**config.mk**
```make
export PLATFORM = sky130hd
export DESIGN_NAME = spi_slave_sync
export DESIGN_NICKNAME = d
export VERILOG_FILES = /design/src/rtl/spi_slave_sync.sv
export SDC_FILE = /design/constraint.sdc
export NUM_CORES = 1
export LEC_CHECK = 0
export ABC_AREA = 1
export BUFFER_PORTS_ARGS = -buffer_cell sky130_fd_sc_hd__buf_2
export CAP_MARGIN = 20
export CELL_PAD_IN_SITES_DETAIL_PLACEMENT = 1
export CELL_PAD_IN_SITES_GLOBAL_PLACEMENT = 1
export CORE_AREA = 2 2 39 41
export CTS_BUF_LIST = sky130_fd_sc_hd__clkbuf_8
export CTS_CLUSTER_DIAMETER = 50
export CTS_CLUSTER_SIZE = 16
export DETAILED_ROUTE_END_ITERATION = 12
export DIE_AREA = 0 0 41 43
export PLACE_DENSITY_LB_ADDON = 0.1
export SYNTH_ARGS = -nofsm -noshare
export SYNTH_HDL_FRONTEND = slang
export SYNTH_SLANG_ARGS = --single-unit
```
**constraint.sdc**
```tcl
create_clock -name clk -period 0.8 [get_ports clk]
set_input_delay 0.16 -clock clk [delete_from_list [all_inputs] [get_ports clk]]
set_output_delay 0.16 -clock clk [all_outputs]
set_load 0.01 [all_outputs]
```
**src/rtl/spi_slave_sync.sv**
```systemverilog
// -----------------------------------------------------------------------------
// spi_slave_sync
//
// Multi-channel input synchroniser for the SPI slave pins (SCK, CS_N, MOSI).
// Each channel runs through a C_SYNC_STAGES-deep flip-flop chain, then an
// optional persistence filter that only accepts a new level after it has been
// seen for C_FILTER_LEN consecutive cycles. One-cycle rise/fall pulses are
// produced from the final level so the SPI core needs no edge detectors.
//
// Parameters
//   C_DATA_WIDTH   number of independent channels
//   C_SYNC_STAGES  synchroniser depth, 2..4 (use 3 above ~200 MHz)
//   C_FILTER_LEN   persistence length in cycles, 0..15 (0 = no filter)
//   C_RESET_VALUE  per-channel reset level (CS_N bit should be 1)
//
// Ports
//   clk   in   sampling clock
//   rst   in   asynchronous, active-high reset
//   din   in   asynchronous pin inputs
//   dout  out  synchronised, filtered level
//   rise  out  one-cycle pulse on dout 0->1
//   fall  out  one-cycle pulse on dout 1->0
// -----------------------------------------------------------------------------
module spi_slave_sync #(
   parameter int                      C_DATA_WIDTH  = 3,
   parameter int                      C_SYNC_STAGES = 2,
   parameter int                      C_FILTER_LEN  = 0,
   parameter logic [C_DATA_WIDTH-1:0] C_RESET_VALUE = {C_DATA_WIDTH{1'b0}}
) (
   input  logic                    clk,
   input  logic                    rst,
   input  logic [C_DATA_WIDTH-1:0] din,
   output logic [C_DATA_WIDTH-1:0] dout,
   output logic [C_DATA_WIDTH-1:0] rise,
   output logic [C_DATA_WIDTH-1:0] fall
);

   // ---- synchroniser chain ----
   // Stage 0 is kept separate so it alone can be packed into the IOB.
   (* ASYNC_REG = "true", IOB = "true" *) logic [C_DATA_WIDTH-1:0] s0_q;
   (* ASYNC_REG = "true" *) logic [C_DATA_WIDTH-1:0] s_q [1:C_SYNC_STAGES-1];
   logic [C_DATA_WIDTH-1:0] s0_d;
   logic [C_DATA_WIDTH-1:0] s_d [1:C_SYNC_STAGES-1];
   logic [C_DATA_WIDTH-1:0] sync;

   always_comb begin
      s0_d   = din;
      s_d[1] = s0_q;
      for (int k = 2; k < C_SYNC_STAGES; k++) begin
         s_d[k] = s_q[k-1];
      end
   end

   always_ff @(posedge clk or posedge rst) begin
      if (rst) begin
         s0_q <= C_RESET_VALUE;
         for (int k = 1; k < C_SYNC_STAGES; k++) begin
            s_q[k] <= C_RESET_VALUE;
         end
      end else begin
         s0_q <= s0_d;
         for (int k = 1; k < C_SYNC_STAGES; k++) begin
            s_q[k] <= s_d[k];
         end
      end
   end

   assign sync = s_q[C_SYNC_STAGES-1];

   // ---- persistence filter ----
   generate
      if (C_FILTER_LEN == 0) begin : gen_bypass
         assign dout = sync;
      end else begin : gen_filt
         localparam int CNT_W = (C_FILTER_LEN <= 1) ? 1 : $clog2(C_FILTER_LEN + 1);
         localparam logic [CNT_W-1:0] CNT_LAST = CNT_W'(C_FILTER_LEN - 1);

         logic [C_DATA_WIDTH-1:0] lvl_q, lvl_d;
         logic [CNT_W-1:0]        cnt_q [C_DATA_WIDTH];
         logic [CNT_W-1:0]        cnt_d [C_DATA_WIDTH];

         // The counter restarts whenever sync agrees with lvl, so only an
         // unbroken run of C_FILTER_LEN mismatching cycles moves lvl; it
         // clears on acceptance and therefore never passes CNT_LAST.
         always_comb begin
            lvl_d = lvl_q;
            for (int i = 0; i < C_DATA_WIDTH; i++) begin
               cnt_d[i] = cnt_q[i];
               if (sync[i] == lvl_q[i]) begin
                  cnt_d[i] = '0;
               end else if (cnt_q[i] == CNT_LAST) begin
                  lvl_d[i] = sync[i];
                  cnt_d[i] = '0;
               end else begin
                  cnt_d[i] = cnt_q[i] + CNT_W'(1);
               end
            end
         end

         always_ff @(posedge clk or posedge rst) begin
            if (rst) begin
               lvl_q <= C_RESET_VALUE;
               for (int i = 0; i < C_DATA_WIDTH; i++) begin
                  cnt_q[i] <= '0;
               end
            end else begin
               lvl_q <= lvl_d;
               for (int i = 0; i < C_DATA_WIDTH; i++) begin
                  cnt_q[i] <= cnt_d[i];
               end
            end
         end

         assign dout = lvl_q;
      end
   endgenerate

   // ---- edge detection ----
   // dq resets to the same value as dout, so no pulse fires on reset release.
   logic [C_DATA_WIDTH-1:0] dq_q, dq_d;

   assign dq_d = dout;

   always_ff @(posedge clk or posedge rst) begin
      if (rst) begin
         dq_q <= C_RESET_VALUE;
      end else begin
         dq_q <= dq_d;
      end
   end

   assign rise = dout & ~dq_q;
   assign fall = ~dout & dq_q;

endmodule

```
======== Word level (Yosys, flattened, before mapping) ========
Cells that the tools add are included.
cells by class
  bitwise gates (word level) .............. 4
operator list
  operator        number
  3-bit AND       2
  3-bit inverter  2
word-level totals
  register bits ........................... 9
  output and inout port bits .............. 9
  logic and storage cells ................. 7

======== Depth between registers and ports, before layout ========
Gate-level depths: netlist of run 1.
  depth after elaboration ................. 2
  mapped depth ............................ 2
  depth with buffers taken out ............ 2

======== Worst setup path before layout of run 1 ========
OpenSTA, ideal clock, no wires.
  path kind ............................... register to output
  from .................................... reg s_q, in the netlist dout[0]
  to ...................................... out rise[0]
  data arrival time ....................... 0.610 ns
  setup slack ............................. 0.030 ns
  stages on the path, launching flop included .. 3
  cells stage by stage .................... dfrtp_1 inv_1 nor2_1
on the way
  word-level cells in the longest chain between the ends .. 1
ends and longest elaborated chain
  element                          line  source
  start, declared                  41    (* ASYNC_REG = "true" *) logic [C_DATA_WIDTH-1:0] s_q [1:C_SYNC_STAGES-1];
  start signal, assigned by index  63    s_q[k] <= s_d[k];
  3-bit AND                        132   assign rise = dout & ~dq_q;
  end, declared                    34    output logic [C_DATA_WIDTH-1:0] rise,
Every way passes these cells.

======== Worst setup path after layout of run 1 ========
  from .................................... reg s_q, in the netlist dout[1]
  to ...................................... out rise[1]
The elaborated chain is that of the path after synthesis.

==> results.ini, run 1 <==
[run]
maxCapViolCount = 0

[timing]
period_share = 1.27
layout_min_cycle_time_ps = 1020
rsz0062_at_grt = yes
holdWs_ps = 39.9
max_freq_mhz = 985
fin_skew_ps = 0.169
final_hold_viol_count = 0
setup-tns-final_ps = -1580
worst_pin_slew_ps = 329
setup_viol = 9
worst_slack_ps = -215
slew_viol_final = 0
max-slew-margin-rel = 0.780

[synthesis]
synthMuxAreaShare = 0
synth.net_count = 27
synthCells = 22
syn_area_um2 = 274
synth_seq_cells = 9
yosys.area_share.simple = 0.0822
synth-seq-area-share = 0.822
yosys.area_share.xor_xnor = 0
syn_avg_cell_area_um2 = 12.5
yosys.area_share.adder = 0
synth-compound-area-share = 0
ys_warn_count = 0
synthDistinctLibCells = 3
synth_top_family_by_area = buffers and inverters

[drt]
drc = 0
viasPerCell = 3.42
wire_per_inst_um = 7.89
vias = 195
drt_iter0_markers = 0
first_pass_iters = 1
wl_um = 450
antenna_left = 0

[power]
peakVddDrop_uv = 891
combinationalPowerShare = 0.069
powerDensity_mw_per_mm2 = 2510
p_int_uw = 852
p_leak_uw = 0.000245
p_clk_frac = 0.468
seqPwrFrac = 0.463
sw_frac_of_total = 0.198
power_switching_uw = 211

[finish]
final_cell_mix = buf_2 (13), dfrtp_1 (9), inv_1 (7)
multi_input_area_um2 = 22.5
num_antenna_cells = 0
layout-drive-gt1-share = 0.439
area_growth_pct = 54.3
nFillCells = 167
final_common_cell = buf_2
regArea_um2 = 225
nNetsFinal = 47
fin_area_um2 = 423

[place]
place.port_buffers = 13
place_hpwl_um = 369
post_dp_cell_area_um2 = 359
routabilityCongestion = 0.514

[min_path]
min_to = s0_q[0]
worstHoldStart = din[0]
holdPathStages = 1
min_path_type = in2reg

[floorplan]
rows = 14
die_w_um = 41
initial_core_util = 0.198
die_y_um = 43
design.die.area_mm2 = 0.00176
coreArea_mm2 = 0.00138
pin_count = 14

[clocking]
clk_latency_ps = 220
cts_buffers = 3
clkSlewWorstSetupHoldPaths_ps = 40
cts_tree = built
cts_buffer_depth = 2
cts.sinks = 9
htreeDepth = 1
cts_resized = 0
cts_root_buffer = clkbuf_8

[global_routing]
antenna_found_initial = 0
grt_max_degree = 10
grtUsageTotal = 0.0641
grt_pass1_vias = 190
grt_pass1_wl_um = 717
gr-total-overflow = 0

[status]
violations = setup timing
status = finished, violations left

[critical_path]
critPathSlowestCell = dfrtp_1
cp_num_cells = 3
r2r_cells = 1
start_kind = flop
required_ps = 640
path_buf_inv = 2
cp.arrival_ps = 860
r2r_end = dq_q[1]
r2r_slack_ps = 160
worst_setup_path_end_kind = output port
path_class = reg2out
crit_family = flip-flops
r2r_start = dout[1]
max_stage_delay_ps = 370
crit_fanout = 4
crit_chain = inv_1 > nor2_1 > buf_2

==> area by class of cell <==
class                           count  area share
Clock buffer                        3      0.0976
Clock inverter                      1      0.0118
Sequential cell                     9       0.533
Inverter                            7      0.0621
Tap cell                           16      0.0473
Timing Repair Buffer               15       0.195
Multi-Input combinational cell      6      0.0533
==> worst max-delay path by stage <==
stage | slack [ps] | endpoint | startpoint
final | -220 | rise[1] | dout[1]
after global routing | -300 | rise[1] | dout[1]
after CTS | -230 | rise[2] | dout[2]
after detailed placement | 0.6 | fall[1] | dout[1]
after global placement | 40 | fall[1] | dout[1]
after floorplan | 30 | rise[0] | dout[0]
==> registers in the layout (all words and copies together) (netlist names) <==
| signal | flops |
|---|---|
| s0_q | 3 |
| dout | 3 |
| dq_q | 3 |
==> metal layers <==
| layer | GRT usage | routed length, µm |
|---|---|---|
| met5 | 0 | 0 |
| met4 | 0.0400 | 0 |
| met3 | 0.0314 | 36 |
| met2 | 0.0875 | 253 |
| met1 | 0.0772 | 159 |
==> power by group through the flow <==
stage / clock network, µW / registers, µW / logic (µW)
3_3_place_gp: 0 / 498 / 65.3
4_1_cts: 514 / 493 / 75.7
6_report: 497 / 492 / 73.0
2_1_floorplan: 0 / 501 / 27.8
5_1_grt: 544 / 496 / 83.4
3_5_place_dp: 0 / 500 / 68.0
==> Yosys cell counts <==
master   n  area share
nor2_1   6       0.082
dfrtp_1  9        0.82
inv_1    7       0.096
==> logic make-up after synthesis <==
group / Yosys count
AND/OR/NAND/NOR: 6
buffers and inverters: 7
flip-flops: 9
==> timing repair <==
action                                  4_1_cts  5_1_grt
setup buffers                                 1        0
endpoints found under the setup margin        9        9
gates cloned                                  0        0
hold buffers                                  1        0
endpoints found under the hold margin         9        0
pin swaps                                     3        0
==> stage by stage <==
step	setup slack [ps]	power [µW]	utilization	instances
after detailed placement	0.625	568	0.259	51
after floorplan	30.5	529	-	22
final	-215	1060	0.306	57
after CTS	-231	1080	0.306	57
after global routing	-299	1120	0.306	57
after global placement	37.0	563	0.259	51
Note: power is estimated with default switching activity, not from simulation.
==> inputs of run 2 (changes only) <==
--- a/config.mk
+++ b/config.mk
@@ -6,16 +6,16 @@
 export NUM_CORES = 1
 export LEC_CHECK = 0
 export ABC_AREA = 1
-export BUFFER_PORTS_ARGS = -buffer_cell sky130_fd_sc_hd__buf_2
 export CAP_MARGIN = 20
 export CELL_PAD_IN_SITES_DETAIL_PLACEMENT = 1
 export CELL_PAD_IN_SITES_GLOBAL_PLACEMENT = 1
 export CORE_AREA = 2 2 39 41
 export CTS_BUF_LIST = sky130_fd_sc_hd__clkbuf_8
 export CTS_CLUSTER_DIAMETER = 50
-export CTS_CLUSTER_SIZE = 16
+export CTS_CLUSTER_SIZE = 28
 export DETAILED_ROUTE_END_ITERATION = 12
 export DIE_AREA = 0 0 41 43
+export DONT_BUFFER_PORTS = 1
 export PLACE_DENSITY_LB_ADDON = 0.1
 export SYNTH_ARGS = -nofsm -noshare
 export SYNTH_HDL_FRONTEND = slang
==> run 2 against run 1 <==
  * The run still ends with setup timing left
  * Combinational power grew 9.6%
  * Sequential share of layout area shrank 2.4 points
  * Maximum frequency grew 4.2%
  * Via count shrank 8.2%
  * Cell count shrank 14%
  * Register-to-register slack lost 20 ps
  * Critical endpoint is now rise[2]
  * Critical path depth shrank 1
==> results.ini, run 2 (same netlist as run 1, synthesis figures left out) <==
[run]
maxCapViolCount = 0  ; unchanged

[drt]
vias = 179  ; -8.2%
first_pass_iters = 2  ; +1
wl_um = 445  ; -1.1%
viasPerCell = 3.65  ; +6.8%
drt_iter0_markers = 3  ; +3
antenna_left = 0  ; unchanged
drc = 0  ; unchanged
wire_per_inst_um = 9.08  ; +15%

[finish]
nFillCells = 152  ; -9.0%
fin_area_um2 = 445  ; +5.3%
num_antenna_cells = 0  ; unchanged
area_growth_pct = 62.6
utilization = 0.322  ; +0.0163
final_common_cell = dfrtp_1
layout-drive-gt1-share = 0.515  ; +0.0761
final_cell_mix = dfrtp_1 (8), inv_2 (4), nor2_4 (4), inv_1 (4), dlygate4sd3_1 (4)
nNetsFinal = 39  ; -17%
fin_cells = 49  ; -14%

[place]
dp_cells = 41  ; -20%
dp_slack_ps = 28.8  ; +28.2 ps
routabilityCongestion = 0.509  ; -0.91%
post_dp_cell_area_um2 = 317  ; -12%
place.port_buffers = 0  ; -13
place_hpwl_um = 309  ; -16%

[clocking]
post-cts-setup-buffers = 0  ; -1
cts_buffers = 3  ; unchanged
cts_buffer_depth = 2  ; unchanged
cts_root_buffer = clkbuf_8
cts_tree = built
cts.sinks = 9  ; unchanged
htreeDepth = 1  ; unchanged
clkSlewWorstSetupHoldPaths_ps = 40  ; about the same
clk_latency_ps = 230  ; about the same

[critical_path]
r2r_cells = 1  ; unchanged
critPathSlowestCell = dfrtp_2
max_stage_delay_ps = 410  ; +40 ps
path_class = reg2out
r2r_slack_ps = 140  ; -20 ps
r2r_start = dout[0]
path_buf_inv = 1  ; -1
crit_fanout = 4  ; unchanged
start_kind = flop
r2r_end = dq_q[0]
cp.arrival_ps = 810  ; -50 ps
crit_family = flip-flops
crit_chain = inv_2 > nor2_4
required_ps = 640  ; about the same
worst_setup_path_end_kind = output port

[status]
violations = setup timing
status = finished, violations left

[global_routing]
grt_max_degree = 10  ; unchanged
grtUsageTotal = 0.0742  ; +0.0101
grt_pass1_vias = 199  ; +4.7%
gr-total-overflow = 0  ; unchanged
antenna_found_initial = 0  ; unchanged
grt_pass1_wl_um = 793  ; +11%

[power]
power_uw = 1080  ; +1.6%
powerDensity_mw_per_mm2 = 2420  ; -3.5%
peakVddDrop_uv = 1070  ; +20%
p_leak_uw = 0.000212  ; -13%

[floorplan]
initial_core_util = 0.198  ; unchanged
pin_count = 14  ; unchanged
coreArea_mm2 = 0.00138  ; unchanged
die_w_um = 41  ; unchanged
design.die.area_mm2 = 0.00176  ; unchanged
rows = 14  ; unchanged
die_y_um = 43  ; unchanged

[min_path]
min_path_type = in2async

[timing]
slew_viol_final = 0  ; unchanged
rsz0062_at_grt = yes
setup_viol = 9  ; unchanged
layout_min_cycle_time_ps = 975  ; -40.5 ps
max_freq_mhz = 1030  ; +4.2%
final_hold_viol_count = 0  ; unchanged
fin_skew_ps = 1.47  ; +1.30 ps
worst_slack_ps = -175  ; +40.5 ps
worst_pin_slew_ps = 337  ; +8.21 ps
period_share = 1.22  ; -0.0506
max-slew-margin-rel = 0.775  ; -0.00548

run 2: cell types whose count changed in the layout (fill, tap and decap cells not counted), sizes merged:
| cell | change |
|---|---|
| buf | -11 |
| dlygate4sd3 | +3 |
| clkinv | -1 |
| inv | +1 |
run 2: cell type report:
cell class,count,area [µm²],share of cell area
multi-input cells,6,57.6,0.129
clock inverters,1,3.75,0.00843
flip-flops and latches,9,226,0.508
clock buffers,3,41.3,0.0927
repair buffers,7,70.1,0.157
well taps,16,20.0,0.0449
inverters,7,26.3,0.0590
run 2: worst max-delay path by stage:
stage,from,endpoint,slack [ps],depth (start not counted)
2_1_floorplan,dout[0],rise[0],30,2
3_3_place_gp,dout[1],fall[1],40,1
3_5_place_dp,dout[2],fall[2],30,1
4_1_cts,dout[2],rise[2],-190,2
5_1_grt,dout[0],fall[0],-220,1
6_report,dout[2],rise[2],-170,2
run 2: repair_timing:
action,4_1_cts,5_1_grt
hold buffers,4,0
gates resized for setup,7,10
endpoints found under the hold margin,12,0
pin swaps,2,3
endpoints found under the setup margin,9,9
run 2: stage by stage:
step                setup TNS (ps)  hold WS [ps]
floorplan                        0         -12.1
global placement                 0          25.4
detailed placement               0          35.6
CTS                          -1480           346
global route                 -1800           365
finish                       -1420           339
run 2: power breakdown:
part	internal [µW]	switching (µW)
registers	481	21.0
clock network	333	165
logic	38.5	41.5
run 2: per-layer routing:
| metal | part of all wire | global-route usage |
|---|---|---|
| met1 | 0.37 | 0.0736 |
| met2 | 0.55 | 0.0938 |
| met3 | 0.083 | 0.0471 |
| met4 | 0 | 0.0800 |
| met5 | 0 | 0 |
